==> src/rtl/alu_exec.sv <==
// Registered ALU execution unit: one-cycle and/or/add/sub/slt, iterative shift-add mul.
// Optional build macro ALU_EXEC_EARLY_TERM_EN ends a multiply once the shifted multiplier is zero.
module alu_exec #(
  parameter int WIDTH = 32
) (
  input  logic             clk,
  input  logic             rst_n,
  input  logic             in_valid,
  output logic             in_ready,
  input  logic [2:0]       alu_control,
  input  logic [WIDTH-1:0] src_a,
  input  logic [WIDTH-1:0] src_b,
  output logic             out_valid,
  input  logic             out_ready,
  output logic [WIDTH-1:0] result,
  output logic             zero,
  output logic             busy
);

  localparam int CW = (WIDTH > 1) ? $clog2(WIDTH) : 1;
  localparam logic [CW-1:0] LAST_ITER = CW'(WIDTH - 1);

  localparam logic [2:0] OP_AND = 3'b000;
  localparam logic [2:0] OP_OR  = 3'b001;
  localparam logic [2:0] OP_ADD = 3'b010;
  localparam logic [2:0] OP_SUB = 3'b100;
  localparam logic [2:0] OP_MUL = 3'b101;
  localparam logic [2:0] OP_SLT = 3'b110;

  typedef enum logic [1:0] {
    S_IDLE = 2'd0,
    S_MUL  = 2'd1,
    S_DONE = 2'd2
  } state_t;

  state_t           r_state;
  logic [WIDTH-1:0] r_result;
  logic             r_zero;
  logic             r_out_valid;
  logic [WIDTH-1:0] r_mcand;
  logic [WIDTH-1:0] r_mplier;
  logic [WIDTH-1:0] r_acc;
  logic [CW-1:0]    r_count;

  logic [WIDTH-1:0] w_alu_res;
  logic [WIDTH-1:0] w_acc_next;
  logic [WIDTH-1:0] w_mplier_next;
  logic             w_slt;
  logic             w_last;

  assign w_slt = $signed(src_a) < $signed(src_b);

  always_comb begin
    // NOTE: default assignment first so every path drives w_alu_res and no latch is inferred.
    w_alu_res = '0;
    case (alu_control)
      OP_AND:  w_alu_res = src_a & src_b;
      OP_OR:   w_alu_res = src_a | src_b;
      OP_ADD:  w_alu_res = src_a + src_b;
      OP_SUB:  w_alu_res = src_a - src_b;
      OP_SLT:  w_alu_res = {{(WIDTH-1){1'b0}}, w_slt};
      default: w_alu_res = '0;
    endcase
  end

  assign w_acc_next    = r_mplier[0] ? (r_acc + r_mcand) : r_acc;
  assign w_mplier_next = r_mplier >> 1;

`ifdef ALU_EXEC_EARLY_TERM_EN
  assign w_last = (r_count == LAST_ITER) || (w_mplier_next == '0);
`else
  assign w_last = (r_count == LAST_ITER);
`endif

  // NOTE: sequential state uses non-blocking assignments so every register samples pre-edge values.
  always_ff @(posedge clk or negedge rst_n) begin
    if (!rst_n) begin
      r_state     <= S_IDLE;
      r_result    <= '0;
      r_zero      <= 1'b0;
      r_out_valid <= 1'b0;
      r_mcand     <= '0;
      r_mplier    <= '0;
      r_acc       <= '0;
      r_count     <= '0;
    end else begin
      case (r_state)
        S_IDLE: begin
          if (in_valid) begin
            if (alu_control == OP_MUL) begin
`ifdef ALU_EXEC_EARLY_TERM_EN
              if (src_b == '0) begin
                r_result    <= '0;
                r_zero      <= 1'b1;
                r_out_valid <= 1'b1;
                r_state     <= S_DONE;
              end else
`endif
              begin
                r_mcand  <= src_a;
                r_mplier <= src_b;
                r_acc    <= '0;
                r_count  <= '0;
                r_state  <= S_MUL;
              end
            end else begin
              r_result    <= w_alu_res;
              r_zero      <= (w_alu_res == '0);
              r_out_valid <= 1'b1;
              r_state     <= S_DONE;
            end
          end
        end
        S_MUL: begin
          r_acc    <= w_acc_next;
          r_mcand  <= r_mcand << 1;
          r_mplier <= w_mplier_next;
          r_count  <= r_count + CW'(1);
          // Only the low WIDTH bits are kept; signed and unsigned products agree there.
          if (w_last) begin
            r_result    <= w_acc_next;
            r_zero      <= (w_acc_next == '0);
            r_out_valid <= 1'b1;
            r_state     <= S_DONE;
          end
        end
        S_DONE: begin
          if (out_ready) begin
            r_out_valid <= 1'b0;
            r_state     <= S_IDLE;
          end
        end
        default: r_state <= S_IDLE;
      endcase
    end
  end

  assign in_ready  = (r_state == S_IDLE);
  assign busy      = (r_state == S_MUL);
  assign out_valid = r_out_valid;
  assign result    = r_result;
  assign zero      = r_zero;

endmodule

==> config.mk <==
export PLATFORM = sky130hd
export DESIGN_NAME = alu_exec
export DESIGN_NICKNAME = d
export VERILOG_FILES = /design/src/rtl/alu_exec.sv
export SDC_FILE = /design/constraint.sdc
export NUM_CORES = 1
export LEC_CHECK = 0
export ABC_AREA = 1
export CORE_MARGIN = 2
export CORE_UTILIZATION = 55
export CTS_CLUSTER_SIZE = 10
export DETAILED_ROUTE_END_ITERATION = 6
export PLACE_DENSITY_LB_ADDON = 0.1
export SKIP_CTS_REPAIR_TIMING = 1
export SYNTH_ARGS = -nofsm -noshare
export SYNTH_HDL_FRONTEND = slang
export SYNTH_SLANG_ARGS = --single-unit
==> constraint.sdc <==
create_clock -name clk -period 3.3 [get_ports clk]
set_clock_uncertainty 0.15 [all_clocks]
set_input_delay 0.33 -clock clk [delete_from_list [all_inputs] [get_ports clk]]
set_output_delay 0.33 -clock clk [all_outputs]
set_load 0.01 [all_outputs]
==> impl_metrics.csv <==
group,metric,value,unit
outcome,outcome,"finished, violations left",
outcome,violations,"DRC",
layout,multiInputGateArea,9650,um2
placed_design,gp_congestion,1.05,
placed_design,io_buffers,106,
yosys,avgSynthCellArea,5.76,um2
power,power,11.9,mW
setup_path,cp.arrival,3.46,ns
detailed_routing,ant_nets,0,
setup_path,start_kind,"flop",
global_routing,grtUsageTotal,0.409,
power,p_seq_frac,0.252,
detailed_routing,first_pass_iters,7,
sta,fin_crit,3.21,ns
power,sw_frac_of_total,0.497,
floorplan,fp.dieH,171,um
sta,worst_hold_slack,0.343,ns
yosys,ys_warn_count,0,
global_routing,grt_max_degree,158,
yosys,synth-seq-cells,137,
clock_tree,numClockSinks,137,
sta,hold_violations,0,
yosys,synth_top_area_frac,0.228,
layout,ff_latch_area,3430,um2
power,ir_worst_vdd,0.000367,V
power,p_int,6.00,mW
setup_path,crit_type,"reg2reg",
sta,slew_viol_final,0,
yosys,synth_edf_count,0,
setup_path,max_stage_delay,0.41,ns
yosys,ys_types,41,
floorplan,die_w,171,um
setup_path,cp_common_cell,"nand2_1",
layout,diodes,0,
power,power.switching,5.94,mW
clock_tree,htree_levels,4,
setup_path,end_kind,"flop",
floorplan,core,27600,um2
floorplan,ios,107,
detailed_routing,drt_iter0_markers,2103,
clock_tree,clkLatencyLatePin,0.45,ns
placed_design,dpl.hpwl,48100,um
yosys,syn-cell-area,15400,um2
floorplan,dieArea,29300,um2
power,power_density,622,nW/um2
setup_path,critPathRequiredTime,3.55,ns
yosys,syn-num-nets,2876,
clock_tree,clk_pin_slew,0.09,ns
layout,layout-drive-gt1-share,0.110,
flow_run,drv_cap,0,
clock_tree,cts_tree,"yes",
sta,tns,0,ns
detailed_routing,post_drt_wl_per_cell,18.0,um
sta,period_share,0.973,
floorplan,rows,61,
yosys,synth_area_leader_cell,"nand2_1",
clock_tree,root_buffer,"clkbuf_16",
sta,fmax,0.311,GHz
power,clkPwrFrac,0.170,
layout,finalNetCount,3166,
hold_path,hp-class,"reg2reg",
setup_path,crit_path_cell_trace,"ha_2, fa_1, nand3_1, nand3_2, nand2_1, nand2_1, nand2_1, nand2_1, nand2_1, nand3_1, nand3_1, nand2_1, nor2_2, nand2_1, nor2_1, nand4_1, nand2_1, nand2_1, nand2_1",
sta,tightest_slew,1.03,ns
detailed_routing,finalWirelength,60400,um
clock_tree,cts_buffers,17,
detailed_routing,vias,18600,
setup_path,cpMaxStageDelayCell,"dfrtp_1",
clock_tree,clock_path_buffers,2,
global_routing,antenna_found_initial,1,
global_routing,grt_pass1_vias,17400,
sta,slew_headroom,0.315,
layout,fillers,2421,
layout,area_delta_synth_final,24.8,%
detailed_routing,drc_errors,3,
global_routing,grt_pass1_wl,91400,um
yosys,synthArstFlopShare,1.00,
global_routing,grt_overflow,0,
power,comb_power_share,0.578,
setup_path,worstPathMaxFanout,4,
yosys,synth_area_leaders,"nand2_1, dfrtp_1, inv_1",
yosys,synth_ff_type,"dfrtp_1",
sta,setup_viol,0,
floorplan,initial_core_util,0.557,
detailed_routing,viasPerCell,5.56,
yosys,syn_inst,2670,
yosys,yosysSeqAreaShare,0.223,
power,power_leakage,10.9,nW
[cell type report]
class | count | area share
Clock buffer | 17 | 0.0222
Clock inverter | 15 | 0.00997
Inverter | 542 | 0.106
Multi-Input combinational cell | 1909 | 0.503
Sequential cell | 137 | 0.179
Tap cell | 378 | 0.0246
Timing Repair Buffer | 353 | 0.156
[worst paths after layout]
path / from / to / slack, ns / cells after the start
max: r_mcand[0] / zero / 0.09 / 19
min: result[3] / result[3] / 0.34 / 1
max reg2reg: r_mcand[0] / zero / 0.09 / 19
min reg2reg: result[3] / result[3] / 0.34 / 1
max in group asynchronous: rst_n / r_mplier[22] / 1.70 / 3
min in group asynchronous: rst_n / r_mplier[2] / 0.45 / 2
[worst max-delay path: cells and delay by family, from the launching register on]
kind	cells	cell delay, ns
and+or+nand+nor	17	1.96
adders and majority gates	2	0.64
DFF	1	0.41
[synth_stat cells (11+ instances only)]
cell type,number
dfrtp_1,137
buf_2,27
nand4_1,28
clkbuf_1,47
o21ai_0,108
a31oi_1,26
o22ai_1,31
nor3_1,16
nand3_1,186
inv_1,528
or2_2,11
nand2_1,936
a21oi_1,90
o211ai_1,63
ha_1,132
nor2_1,218
[placed cells by master, fill, tap and decap left out, types with 3 or more instances in the layout]
master           count
nand2_2              6
xor2_1               3
clkinv_8             5
and3_1               3
and2_1               8
inv_2                9
nor2_2               9
nand2_1            933
buf_12               6
inv_8                6
o21ai_0            107
nor4_1               3
ha_1               130
clkbuf_16           17
nand3b_1             9
nor2_1             212
nor3_1              16
clkinv_1             5
nand4_1             28
nand3_2              4
inv_1              527
dfrtp_1            137
o21bai_1             6
a21oi_1             90
o2111ai_1            3
o211ai_1            63
clkdlybuf4s50_1    105
a31oi_1             26
nor2_4               4
nand3_1            184
o22ai_1             31
o21ai_1              3
or2_2               11
buf_4              240
xnor2_1              4
[registers in the layout (all words and copies together), names as in the netlist]
name,count
r_acc,32
r_mcand,32
r_mplier,32
result,32
r_count,5
r_state,2
out_valid,1
zero,1
[power by group through the flow]
stage	combinational (mW)	sequential (mW)	clock (mW)
after floorplan	4.21	2.89	0
after global placement	6.38	2.95	0
after detailed placement	6.56	2.99	0
after CTS	6.72	2.98	2.02
after global routing	7.61	3.06	2.08
final	6.91	3.01	2.02
[metrics by stage]
stage	worst slack, ns	std cells	area (um2)	util
2_1_floorplan	0.831	2670	15400	-
3_3_place_gp	-0.438	3318	18500	0.670
6_report	0.0882	3351	19200	0.695
4_1_cts	-0.0208	3350	19100	0.692
3_5_place_dp	-0.472	3318	18500	0.670
5_1_grt	-0.0167	3351	19200	0.695
[cells by family (layout without fill, tap and decap cells)]
| logic type | Yosys count | in the layout | share of synthesized area |
|---|---|---|---|
| and+or+nand+nor | 1430 | 1430 | 0.379 |
| buffers and inverters | 624 | 927 | 0.155 |
| AOI/OAI and AO/OA | 337 | 337 | 0.128 |
| DFF | 137 | 137 | 0.223 |
| adders and majority gates | 135 | 135 | 0.111 |
| xor gates and xnor gates | 7 | 7 | 0.00398 |
[layer usage]
layer	up-vias	track usage	part of all wire	routed length [um]
met5	-	0	0.00030	18
met1	8580	0.532	0.41	24800
met2	981	0.660	0.44	26800
met4	2	0.192	0.050	3000
li1	8872	-	-	-
met3	201	0.0723	0.096	5830
No activity file was read; power rests on OpenSTA's default activity.
